## src/rtl/radix_conv_pkg.sv

```systemverilog
// rtl/radix_conv_pkg.sv - shared constants and helpers for the radix converters
package radix_conv_pkg;

  // FSM state encoding
  localparam logic [1:0] ST_IDLE = 2'd0;
  localparam logic [1:0] ST_DIV  = 2'd1;
  localparam logic [1:0] ST_DONE = 2'd2;

  // Default RADIX / DIGIT_W pairs
  localparam int RADIX_B3    = 3;
  localparam int DIGIT_W_B3  = 2;
  localparam int RADIX_B10   = 10;
  localparam int DIGIT_W_B10 = 4;

  // Ceiling log2, minimum result 1 so that counters never collapse to zero width
  function automatic int clog2(input int value);
    int res;
    res = 1;
    for (int i = 1; i < 31; i++) begin
      if ((1 << i) < value) res = i + 1;
    end
    return res;
  endfunction

endpackage

```

## src/rtl/radix_divmod.sv

```systemverilog
// rtl/radix_divmod.sv - combinational unsigned divide/modulo by a constant radix
module radix_divmod #(
  parameter int IN_W    = 16,
  parameter int RADIX   = 3,
  parameter int DIGIT_W = 2
) (
  input  logic [IN_W-1:0]    val,
  output logic [IN_W-1:0]    q,
  output logic [DIGIT_W-1:0] r
);

  localparam logic [IN_W-1:0] RADIX_V = IN_W'(RADIX);

  logic [IN_W-1:0] rem_full;

  // Quotient and remainder; the remainder always fits DIGIT_W because RADIX <= 2**DIGIT_W
  always_comb begin
    q        = val / RADIX_V;
    rem_full = val % RADIX_V;
    r        = DIGIT_W'(rem_full);
  end

endmodule

```

## src/rtl/base2_to_radix_conv.sv

```systemverilog
// rtl/base2_to_radix_conv.sv - iterative binary to base-RADIX digit converter
module base2_to_radix_conv
  import radix_conv_pkg::*;
#(
  parameter int IN_W       = 16,
  parameter int RADIX      = RADIX_B3,
  parameter int DIGIT_W    = DIGIT_W_B3,
  parameter int OUT_DIGITS = 16
) (
  input  logic                                clk,
  input  logic                                rst_n,
  input  logic [IN_W-1:0]                     base2_no,
  input  logic                                en,
  output logic                                ready,
  output logic                                busy,
  output logic [OUT_DIGITS*DIGIT_W-1:0]       base_no,
  output logic [clog2(OUT_DIGITS+1)-1:0]      ndigits,
  output logic                                overflow,
  output logic                                done
);

  localparam int                OUT_W    = OUT_DIGITS * DIGIT_W;
  localparam int                CNT_W    = clog2(OUT_DIGITS + 1);
  localparam logic [CNT_W-1:0]  LAST_IDX = CNT_W'(OUT_DIGITS - 1);

  generate
    if (RADIX < 2 || RADIX > (1 << DIGIT_W) || OUT_DIGITS < 1) begin : g_bad_params
      $error("base2_to_radix_conv: illegal RADIX/DIGIT_W/OUT_DIGITS combination");
    end
  endgenerate

  logic [1:0]        state_q, state_d;
  logic [IN_W-1:0]   val_q;
  logic [CNT_W-1:0]  idx_q;
  logic [OUT_W-1:0]  work_q, work_d;
  logic [OUT_W-1:0]  base_no_q;
  logic [CNT_W-1:0]  ndigits_q;
  logic              overflow_q;
  logic [IN_W-1:0]   q_w;
  logic [DIGIT_W-1:0] r_w;
  logic              div_last;

  radix_divmod #(
    .IN_W    (IN_W),
    .RADIX   (RADIX),
    .DIGIT_W (DIGIT_W)
  ) u_divmod (
    .val (val_q),
    .q   (q_w),
    .r   (r_w)
  );

  assign div_last = (q_w == '0) || (idx_q == LAST_IDX);

  // State register
  always_ff @(posedge clk) begin
    if (!rst_n) state_q <= ST_IDLE;
    else        state_q <= state_d;
  end

  // Next-state logic: one DIV cycle per digit, DONE lasts exactly one cycle
  always_comb begin
    state_d = state_q;
    case (state_q)
      ST_IDLE: if (en)       state_d = ST_DIV;
      ST_DIV:  if (div_last) state_d = ST_DONE;
      ST_DONE:               state_d = ST_IDLE;
      default:               state_d = ST_IDLE;
    endcase
  end

  // Status outputs decoded from the current state
  always_comb begin
    ready = (state_q == ST_IDLE);
    busy  = (state_q == ST_DIV) || (state_q == ST_DONE);
    done  = (state_q == ST_DONE);
  end

  // Working register with the current remainder dropped into slot idx
  always_comb begin
    work_d = work_q;
    for (int k = 0; k < OUT_DIGITS; k++) begin
      if (idx_q == CNT_W'(k)) work_d[k*DIGIT_W +: DIGIT_W] = r_w;
    end
  end

  // Datapath; results are loaded on the edge entering DONE so they are valid while done is high
  always_ff @(posedge clk) begin
    if (!rst_n) begin
      val_q      <= '0;
      idx_q      <= '0;
      work_q     <= '0;
      base_no_q  <= '0;
      ndigits_q  <= '0;
      overflow_q <= 1'b0;
    end else begin
      if (state_q == ST_IDLE && en) begin
        val_q  <= base2_no;
        idx_q  <= '0;
        work_q <= '0;
      end
      if (state_q == ST_DIV) begin
        val_q  <= q_w;
        idx_q  <= idx_q + CNT_W'(1);
        work_q <= work_d;
        if (div_last) begin
          base_no_q  <= work_d;
          ndigits_q  <= idx_q + CNT_W'(1);
          overflow_q <= (idx_q == LAST_IDX) && (q_w != '0);
        end
      end
    end
  end

  assign base_no  = base_no_q;
  assign ndigits  = ndigits_q;
  assign overflow = overflow_q;

endmodule

```

## config.mk

```make
export PLATFORM = sky130hd
export DESIGN_NAME = base2_to_radix_conv
export DESIGN_NICKNAME = d
export VERILOG_FILES = /design/src/rtl/radix_conv_pkg.sv /design/src/rtl/radix_divmod.sv /design/src/rtl/base2_to_radix_conv.sv
export SDC_FILE = /design/constraint.sdc
export NUM_CORES = 1
export LEC_CHECK = 0
export ABC_CLOCK_PERIOD_IN_PS = 6650
export CAP_MARGIN = 25
export CORE_MARGIN = 3
export CORE_UTILIZATION = 40
export DETAILED_ROUTE_END_ITERATION = 6
export MAX_ROUTING_LAYER = met4
export SYNTH_ARGS = -nofsm -noshare
export SYNTH_HDL_FRONTEND = slang
export SYNTH_SLANG_ARGS = --single-unit
```

## constraint.sdc

```tcl
create_clock -name clk -period 6.65 [get_ports clk]
set_input_delay 1.6625 -clock clk [delete_from_list [all_inputs] [get_ports clk]]
set_output_delay 1.6625 -clock clk [all_outputs]
set_load 0.1 [all_outputs]
```

==> flow_summary.toml, run 1 <==
[layout]
drive_gt1_share_pct = 9.29
fin_util_pct = 47.7
fin_cells = 1051
finalNetCount = 864
area_delta_synth_final_pct = 15.5
antenna_cells = 0
multi_input_area_mm2 = 0.00408
regArea_mm2 = 0.00187
fill_cells = 1500

[routing]
ant_nets = 0
via_per_inst = 6.26
wl_per_cell_um = 19.5
routed_wl_um = 20500
first_iter_violations = 647
dr.pass1.iters = 5
drc = 0
via_count = 6575

[synth]
syn_area_mm2 = 0.00634
synth-edff-count = 0
seq_area_frac_synth_pct = 29.3
synth.area.top_cells = "dfxtp_1 29%, nor2_1 5.4%, a21oi_1 5.3%"
synth_top_area_share_pct = 29.3
synth_top_area_cell = "dfxtp_1"
synthCells = 826
async_flop_share_pct = 0
synth_common_cells = "93 x dfxtp_1, 91 x nor2_1, 73 x nand2_1, 67 x a21oi_1, 50 x clkbuf_1"
syn-num-nets = 855
ys_types = 82
synth-seq-cells = 93
syn_area_per_cell_um2 = 7.68
synth_most_common_cell = "dfxtp_1"
yosys_most_used_dff = "dfxtp_1"
ys_warn_count = 0

[timing]
setup_tns_ns = 0
maxSlewHeadroom_pct = 32.0
setup_viol_count_final = 0
fmax_ghz = 0.167
layout_min_cycle_time_ns = 5.98
worst_pin_slew_ns = 1.02
report.final.slew_viol_count = 0
fin_crit_sh_pct = 90.0
hold_violations = 0
rsz0062_at_grt = "no"
finClkSkew_ns = 0.00955

[die]
dieHeight_um = 132
start_util_pct = 41.3
io_pins = 60
die-area_mm2 = 0.0174
chipWidth_um = 132
core_area_mm2 = 0.0154
rows = 45

[clocking]
postCtsSetupBuffers = 0
cts.sinks = 93
cts_tree = "done"
cts_buffers = 9
clk_latency_ns = 0.36
cts_buffer_depth = 2
h-tree-depth = 3
cts_hold_buffers = 0
cts_root_buf = "clkbuf_16"
clkTransAtPathRegs_ns = 0.07

[grt]
grt_max_degree = 78
grt_first_pass_wirelength_um = 33300
grt.total_usage_pct = 23.8
grt.overflow.total = 0
antenna_found_initial = 0
grt_pass1_vias = 6259

[setup_path]
r2r_setup_slack_ns = 0.67
arrival_ns = 6.20
worstSetupEndpointType = "register"
start_kind = "register"
cp_max_fo = 39
crit_type = "register to register"
worstPathRequired_ns = 6.87

[worst_hold_path]
hold_class = "register to register"

[job]
cap_violations = 0

[placement]
port_buffers = 59
dp.final_hpwl_um = 13500
gp_congestion = 0.936
placedCellCount = 1034

[pwr]
p_leak_nw = 2.51
pwr_density_cell_mw_per_mm2 = 307
finalPower_mw = 2.25
vdd_drop_max_mv = 0.233

[run_status]
status = "finished clean"
[report_power, final]
| part | total, mW | leakage (nW) | switching (mW) | internal (mW) |
|---|---|---|---|---|
| sequential | 0.640 | 0.755 | 0.0595 | 0.580 |
| combinational | 1.07 | 1.61 | 0.735 | 0.339 |
| clock | 0.535 | 0.143 | 0.240 | 0.295 |
[layer usage]
layer / wire (µm) / GRT usage (%) / part of all wire, %
met1: 9180 / 30.5 / 45
met2: 9870 / 37.9 / 48
met3: 999 / 3.78 / 4.9
met4: 477 / 8.69 / 2.3
met5: 0 / - / 0
[cells in the final DEF (no fill, tap or decap), types with 6 or more instances in the layout]
cell              n
nand3_1          21
nor3b_1           6
xnor2_1           6
o221a_2          13
dfxtp_1          88
inv_1            20
buf_4            16
o32ai_2           8
o22ai_1           7
a311oi_1         22
ha_1              9
and3_1           16
and2_1           20
nand2b_1         14
mux2i_1           8
o221ai_1          7
clkbuf_16         9
nand2_1          73
a31oi_1          25
nor2_1           91
o21ai_0          40
clkdlybuf4s50_1  59
a32o_1           16
nor3_1           15
nor4_1           16
a21oi_1          67
a211oi_1         28
nor2b_1           8
[worst paths after layout]
kind,cells after the start,end,from
worst min-delay path,1,work_q[23]$_SDFFE_PN0P_,work_q[23]$_SDFFE_PN0P_
worst max register to register,23,base_no[17]$_SDFFE_PN0P_,val_q[14]$_SDFFE_PN0P_
worst min register to register,1,work_q[23]$_SDFFE_PN0P_,work_q[23]$_SDFFE_PN0P_
worst max-delay path,23,base_no[17]$_SDFFE_PN0P_,val_q[14]$_SDFFE_PN0P_
[per-stage QoR]
step                setup slack (ns)  hold slack, ns  cell area, µm²
finish                         0.666           0.463            7330
global route                   0.154           0.489            7330
CTS                            0.408           0.464            7290
detailed placement             0.421           0.448            6990
global placement               0.659           0.440            6990
floorplan                       1.53           0.434            6340
[area by class of cell]
cell class	count	area share, %
inverter	22	1.13
multi-input combinational	633	55.6
tap	211	3.60
clock inverter	6	0.939
clock buffer	10	3.13
timing repair buffer	76	10.1
sequential	93	25.5
[critical path, stage by stage (launching register included)]
cell and delay (ns):
dfxtp_2 0.53, or4b_4 0.53, mux2i_4 0.22, o22a_1 0.23, nor3_2 0.09, o31a_1 0.36
o21a_1 0.24, o22ai_2 0.35, o22ai_1 0.18, nand4b_1 0.26, nand2_1 0.13, inv_1 0.06
ha_1 0.21, nor3_1 0.31, mux2i_1 0.31, inv_1 0.14, ha_1 0.21, inv_1 0.10
o31a_1 0.20, a41o_1 0.21, buf_4 0.39, and2_1 0.19, buf_4 0.27, a211oi_1 0.12
[timing repair]
item | CTS | global route
resized for setup | 0 | 6
endpoints found under the hold margin | 0 | 0
setup endpoints to repair | 0 | 54
[cells by family (layout without fill, tap and decap cells)]
family          count (synthesis)  in the layout  share of synthesized area [%]
xor+xnor                       10             10                           1.38
compound gates                297            297                           35.0
simple gates                  304            304                           23.7
flops                          93             93                           29.3
mux                            11             11                           1.97
buf+inv                       100            114                           6.49
fa+ha+maj                      11             11                           2.13
[state kept, by name (all words and copies together) (netlist names)]
signal,count
base_no,32
state_q,2
overflow,1
work_q,32
val_q,16
idx_q,5
ndigits,5
Note: power is estimated with default switching activity, not from simulation.
==> inputs of run 2 (changes only) <==
Settings changed: PLACE_DENSITY set to 0.69.
==> run 2 against run 1 <==
  * Cell count did not move
  * Global-route usage down 2.6 points
  * Sequential share of layout area about the same
  * First-iteration DRC count increased by 1.1%
  * Non-clock buffer count is the same
  * Critical path depth is 2 lower
  * Die area did not move
  * Largest power group unchanged
==> flow_summary.toml, run 2 (synthesis gave the netlist of run 1 again) <==
[timing]
finClkSkew_ns = 0.0111
hold_violations = 0
report.final.slew_viol_count = 0
fin_crit_sh_pct = 91.6
worst_pin_slew_ns = 1.08
fin_ws_ns = 0.559
maxSlewHeadroom_pct = 28.1
fmax_ghz = 0.164
hold_ws_ns = 0.465
setup_viol_count_final = 0
rsz0062_at_grt = "no"
setup_tns_ns = 0
layout_min_cycle_time_ns = 6.09

[placement]
placedCellCount = 1034
post-place-ws_ns = 0.320
port_buffers = 59
dp.final_hpwl_um = 12300
placed_area_mm2 = 0.00699
gp_congestion = 0.908

[layout]
fin_util_pct = 47.6
mostFrequentLayoutCells = "91 x nor2_1, 91 x dfxtp_1, 73 x nand2_1, 67 x a21oi_1, 59 x clkdlybuf4s50_1"
area_delta_synth_final_pct = 15.4
fill_cells = 1508
antenna_cells = 0
drive_gt1_share_pct = 9.40
fin_cells = 1051
fin_area_mm2 = 0.00732
finalNetCount = 864

[grt]
grt_max_degree = 58
antenna_found_initial = 0
grt_first_pass_wirelength_um = 30000
grt.overflow.total = 0
grt_pass1_vias = 6016
grt.total_usage_pct = 21.1

[routing]
via_count = 6348
via_per_inst = 6.04
wl_per_cell_um = 17.5
dr.pass1.iters = 6
drc = 0
routed_wl_um = 18400
first_iter_violations = 654
ant_nets = 0

[setup_path]
crit_type = "register to register"
arrival_ns = 6.34
worstSetupEndpointType = "register"
cp_max_fo = 21
worstPathRequired_ns = 6.90
start_kind = "register"

[clocking]
cts_buffers = 9
postCtsSetupBuffers = 0
clk_latency_ns = 0.36
cts.sinks = 93
clkTransAtPathRegs_ns = 0.07
cts_root_buf = "clkbuf_16"
cts_tree = "done"
cts_buffer_depth = 2
h-tree-depth = 3

[die]
chipWidth_um = 132
rows = 45
core_area_mm2 = 0.0154
die-area_mm2 = 0.0174
io_pins = 60
dieHeight_um = 132
start_util_pct = 41.3

[worst_hold_path]
hold_class = "register to register"

[pwr]
finalPower_mw = 2.18
vdd_drop_max_mv = 0.169
p_leak_nw = 2.51
pwr_density_cell_mw_per_mm2 = 298

[job]
cap_violations = 0

[run_status]
status = "finished clean"
-- run 2: cell types whose count changed in the layout (fill, tap and decap cells not counted), sizes merged --
cell      previous run  this run
clkinv               4         2
inv                 22        24
clkinvlp             1         2
clkbuf              10         9
-- run 2: path summary, 6_finish.rpt --
check / start / end / slack, ns / cells past startpoint
max reg2reg: val_q[10]$_SDFFE_PN0P_ / work_q[21]$_SDFFE_PN0P_ / 0.56 / 21
max: val_q[10]$_SDFFE_PN0P_ / work_q[21]$_SDFFE_PN0P_ / 0.56 / 21
min: work_q[17]$_SDFFE_PN0P_ / work_q[17]$_SDFFE_PN0P_ / 0.47 / 1
min reg2reg: work_q[17]$_SDFFE_PN0P_ / work_q[17]$_SDFFE_PN0P_ / 0.47 / 1
-- run 2: area by class of cell --
type | instances | area, µm² | area share [%]
inverters | 22 | 82.6 | 1.13
clock inverters | 7 | 81.3 | 1.11
multi-input cells | 633 | 4090 | 55.8
clock buffers | 9 | 225 | 3.08
flip-flops and latches | 93 | 1860 | 25.5
repair buffers | 76 | 718 | 9.81
well taps | 211 | 264 | 3.61
-- run 2: report_power, final --
group / leakage (nW) / total [mW] / internal (mW) / switching, mW
registers: 0.754 / 0.634 / 0.580 / 0.0541
logic: 1.61 / 1.00 / 0.326 / 0.679
clock network: 0.146 / 0.541 / 0.297 / 0.244
total: 2.51 / 2.18 / 1.20 / 0.977
-- run 2: worst max-delay path, stage by stage, from the launching register on --
cell and delay [ns]:
dfxtp_1 0.65, inv_1 0.28, mux2i_4 0.27, o22ai_1 0.40
a21oi_1 0.16, o31a_1 0.34, o21a_1 0.23, o22ai_2 0.34
o22ai_1 0.18, nand4b_1 0.26, nand2_1 0.13, inv_1 0.06
ha_1 0.21, nor3_1 0.31, mux2i_1 0.29, inv_1 0.13
ha_1 0.21, inv_1 0.13, o31ai_4 0.18, or2_2 0.51
o21a_2 0.38, a32o_1 0.29
-- run 2: metal layers --
metal  routed length (µm)  share of wire [%]  GRT usage [%]  vias to the layer above
met5                    0                  0              -                        -
met4                  597                3.2           8.81                        0
met3                  784                4.3           3.74                       42
met2                 8430                 46           33.4                      192
met1                 8570                 47           26.7                     2970
li1                     -                  -              -                     3144
-- run 2: timing repair --
item / CTS / global route
hold endpoints to repair: 0 / 0
setup endpoints to repair: 0 / 37
hold buffers: 0 / 0
gates resized for setup: 0 / 6
==> RTL edit 1, RTL diff (config.mk and constraints of run 1) <==
Make the reset (`rst_n`) asynchronous in 2 clocked blocks.
--- a/src/rtl/base2_to_radix_conv.sv
+++ b/src/rtl/base2_to_radix_conv.sv
@@ -53,7 +53,7 @@
   assign div_last = (q_w == '0) || (idx_q == LAST_IDX);
 
   // State register
-  always_ff @(posedge clk) begin
+  always_ff @(posedge clk or negedge rst_n) begin
     if (!rst_n) state_q <= ST_IDLE;
     else        state_q <= state_d;
   end
@@ -85,7 +85,7 @@
   end
 
   // Datapath; results are loaded on the edge entering DONE so they are valid while done is high
-  always_ff @(posedge clk) begin
+  always_ff @(posedge clk or negedge rst_n) begin
     if (!rst_n) begin
       val_q      <= '0;
       idx_q      <= '0;
Check against the original RTL: differs if rst_n is asserted again (counterexample within 4 cycles, from zero or initial values and one cycle with rst_n low); with rst_n held inactive, the same outputs for 10 cycles.
==> RTL edit 1 against run 1 <==
Core utilization is 0.23 points higher. Hold slack better by 0.036 ns. Critical path type unchanged. Setup slack worse by 0.12 ns. Sequential cell count stayed put. Count of clock-buffer cells in the layout stayed put. Wire length is 13% lower. Final area is 4.6% higher. Area after synthesis is 3.6% higher.
Power is not shown: default switching activity piles up to over one toggle a cycle in this logic, so the estimate is an artifact.
==> RTL edit 1: results <==
group,metric,value,unit
run_status,outcome,"finished, final reports clean",
yosys,syn-num-nets,799,
critical_path,cp_max_fo,67,
placed_design,placed_area,7321,µm²
routing,wl_met2,8485,µm
final_layout,final_layout_size_suffix_gt1_frac,0.09000,
routing,drtPass1Iterations,5,
global_route,grt_use_met3,0.02926,
yosys,synth_xor_area_frac,0.01180,
clock_tree,clk_path_buf_depth,2,
yosys,async_flop_share,1.000,
critical_path,reg2reg_to,"base_no[12]",
timing,tightest_slew,0.9874,ns
yosys,synthAdderAreaFrac,0.01904,
final_layout,nets,825,
routing,drt_wl_total,17780,µm
placed_design,hpwlAfterDp,12250,µm
final_layout,diodes,0,
global_route,grt_pass1_wl,29790,µm
yosys,synthMuxAreaShare,0.05901,
critical_path,cp_slowest_cell,"dfrtp_1",
routing,drt_iter0_drc,585,
global_route,grt_max_degree,72,
clock_tree,cts_root_buf,"clkbuf_16",
global_route,antenna_found_initial,0,
min_path,hold_end,"base_no[6]",
placed_design,gp_congestion,0.9218,
critical_path,timing.rr.start,"val_q[12]",
routing,num_vias,5999,
global_route,grt_pass1_vias,5710,
timing,finalClockSkew,0.01384,ns
critical_path,crit_path_max_incr_delay,0.58,ns
min_path,min_path_cells,2,
clock_tree,numCtsBuffers,9,
yosys,synth_compound_area_frac,0.2880,
min_path,holdCritPathClass,"register to register",
critical_path,arrival,6.34,ns
global_route,grt_usage,0.2064,
critical_path,rr_worst_depth,23,
critical_path,r2r_slack,0.55,ns
global_route,use_met1,0.2794,
yosys,synth_warnings,0,
yosys,synth_commonest_cells,"dfrtp_1 (93), nand2_1 (70), a21oi_1 (66), nor2_1 (54)",
yosys,ys_seq_area_frac,0.3541,
routing,dr_wl_met3,879,µm
min_path,hp-start,"base_no[6]",
global_route,gr-usage-met2,0.3240,
routing,wirelength_met1,8110,µm
routing,highest_layer,"met4",
clock_tree,path_clk_slew,0.08,ns
yosys,synth_area_leaders,"dfrtp_1 (35%), a21oi_1 (5.0%), mux2i_1 (4.9%)",
clock_tree,cts_max_level,3,
yosys,synth.distinct_cells,86,
[RTL edit 1: stage by stage]
stage	hold slack, ns	utilization	setup slack [ns]	std cells
detailed placement	0.4889	0.4575	0.4987	1000
global route	0.5189	0.4790	0.007246	1016
finish	0.4988	0.4790	0.5456	1016
global placement	0.4803	0.4571	0.6815	999
floorplan	0.4630	-	1.325	770
CTS	0.5055	0.4776	0.4681	1015
[RTL edit 1: worst max path at each step]
stage	start	end	slack (ns)	cells after the start
2_1_floorplan	val_q[13]	base_no[18]	1.33	23
3_3_place_gp	val_q[13]	base_no[14]	0.68	23
3_5_place_dp	val_q[13]	base_no[22]	0.50	24
4_1_cts	val_q[13]	base_no[22]	0.47	24
5_1_grt	val_q[12]	base_no[30]	0.007	24
6_report	val_q[12]	base_no[12]	0.55	23
[RTL edit 1: cell type report]
type                    count  area (µm²)
multi-input cells         595        3909
well taps                 216       270.3
flip-flops and latches     93        2328
clock inverters             5       82.58
clock buffers              10       239.0
inverters                  17       63.81
repair buffers             80       770.7
fillers                  1586        8337
==> RTL edit 2, RTL diff (config.mk and constraints of run 1) <==
Made on the original files. `OUT_DIGITS`: 16 -> 32.
--- a/src/rtl/base2_to_radix_conv.sv
+++ b/src/rtl/base2_to_radix_conv.sv
@@ -5,7 +5,7 @@
   parameter int IN_W       = 16,
   parameter int RADIX      = RADIX_B3,
   parameter int DIGIT_W    = DIGIT_W_B3,
-  parameter int OUT_DIGITS = 16
+  parameter int OUT_DIGITS = 32
 ) (
   input  logic                                clk,
   input  logic                                rst_n,
Ports: changed (resized base_no and ndigits); port bits go from 60 to 93. No check against the original RTL was run, so the function may have changed too.
==> RTL edit 2 against run 1 <==
Non-clock buffer count is 42 higher. Critical path depth rose by 1. Area after synthesis rose by 37%. Core utilization up 0.92 points. Setup slack got worse by 0.10 ns. Largest cell class unchanged. Power increased by 34%. Final cell count grew 33%. Wire length up 27%. Via count grew 25%. Final area rose by 40%. Highest routed layer unchanged. Count of clock-buffer cells in the layout increased by 9. Sequential cell count grew 66.
==> RTL edit 2: results <==
group,metric,value,unit
critical_path,cp_slowest_cell,"dfxtp_1",
placed_design,gp_congestion,0.9193,
final_layout,fillers,2086,
floorplanning,num_rows,53,
routing,wirelength_met1,12560,µm
clock_tree,cts_max_level,4,
global_route,grt_pass1_wl,43210,µm
clock_tree,numCtsBuffers,17,
routing,dr_wl_met3,1346,µm
routing,num_vias,8232,
run_status,outcome,"finished, final reports clean",
placed_design,io_buffers,92,
placed_design,hpwlAfterDp,16400,µm
timing,finalClockSkew,0.01352,ns
placed_design,placed_area,9733,µm²
yosys,synth_xor_area_frac,0.01299,
global_route,grt_usage,0.2293,
yosys,synth_compound_area_frac,0.3146,
yosys,ys_seq_area_frac,0.3671,
yosys,synth_area_leaders,"dfxtp_1 (37%), a21oi_1 (8.4%), nand2_1 (4.9%)",
timing,relSlewSlack,0.3361,
clock_tree,insertion_delay,0.43,ns
yosys,syn-num-nets,1110,
final_layout,final_layout_size_suffix_gt1_frac,0.09947,
yosys,synthAdderAreaFrac,0.01299,
routing,wl_met2,11730,µm
yosys,synthMuxAreaShare,0.02266,
routing,drt_wl_total,26130,µm
power_and_ir_drop,switchingPower,1.192,mW
yosys,synth_commonest_cells,"dfxtp_1 (159), a21oi_1 (146), nand2_1 (113), inv_1 (70), clkbuf_1 (69)",
critical_path,arrival,6.42,ns
power_and_ir_drop,peakVddDrop,0.1723,mV
critical_path,crit_path_max_incr_delay,0.42,ns
==> RTL edit 2: cell count changes after synthesis, moves of 40 or more <==
cell / run 1 / this run
a21oi_1: 67 / 146
dfxtp_1: 93 / 159
inv_1: 21 / 70
nand2_1: 73 / 113
nor2_1: 91 / 41
o22ai_1: 7 / 57
==> RTL edit 2: layout make-up <==
class | instances | share of cell area
Timing Repair Buffer | 118 | 0.1122
Multi-Input combinational cell | 744 | 0.4650
Tap cell | 275 | 0.03348
Inverter | 73 | 0.02666
Clock buffer | 19 | 0.04212
Sequential cell | 159 | 0.3099
Clock inverter | 13 | 0.01059
==> RTL edit 2: final timing paths <==
check	to	depth (start not counted)	slack, ns	start
max reg2reg	base_no[54]	24	0.56	val_q[14]
min reg2reg	work_q[28]	2	0.46	work_q[28]
max	base_no[54]	24	0.56	val_q[14]
min	work_q[28]	2	0.46	work_q[28]
==> RTL edit 2: repair_timing <==
| action | 4_1_cts | 5_1_grt |
|---|---|---|
| endpoints found under the setup margin | 0 | 89 |
| hold endpoints to repair | 0 | 0 |
| hold buffers | 0 | 0 |
| gates resized for setup | 0 | 3 |
==> RTL edit 2: metal layers <==
metal | GRT usage | vias to the layer above
li1 | - | 4063
met1 | 0.3205 | 3896
met2 | 0.3439 | 238
met3 | 0.03879 | 35
met4 | 0.06279 | 0
met5 | - | -
==> RTL edit 2: logic make-up (layout without fill, tap and decap cells) <==
logic type / Yosys count / count (layout)
flip-flops: 159 / 159
adder cells (fa/ha/maj): 9 / 9
multiplexers: 19 / 19
XOR/XNOR: 12 / 12
AO/OA/AOI/OAI: 386 / 386
buffers and inverters: 179 / 223
AND/OR/NAND/NOR: 318 / 318
==> RTL edit 2: tightest hold or removal path, delay by kind of cell (launching register included) <==
family	cells	cell delay (ns)
flip-flops	1	0.31
AO/OA/AOI/OAI	1	0.05
AND/OR/NAND/NOR	1	0.05
==> RTL edit 2: stage by stage <==
step | util | total power, mW | instances | setup slack (ns)
global placement | 0.4601 | 2.096 | 1369 | 0.4813
detailed placement | 0.4601 | 2.096 | 1369 | 0.3841
floorplan | - | 1.854 | 1082 | 1.366
finish | 0.4859 | 3.002 | 1401 | 0.5643
global route | 0.4859 | 3.174 | 1401 | 0.09841
CTS | 0.4857 | 3.011 | 1401 | 0.3470
==> RTL edit 2: power by group through the flow <==
stage	Combinational (mW)	Clock, mW	Sequential [mW]
after floorplan	0.804	0	1.05
after global placement	1.03	0	1.07
after detailed placement	1.03	0	1.07
after CTS	1.03	0.932	1.05
after global routing	1.14	0.972	1.06
final	1.04	0.914	1.05
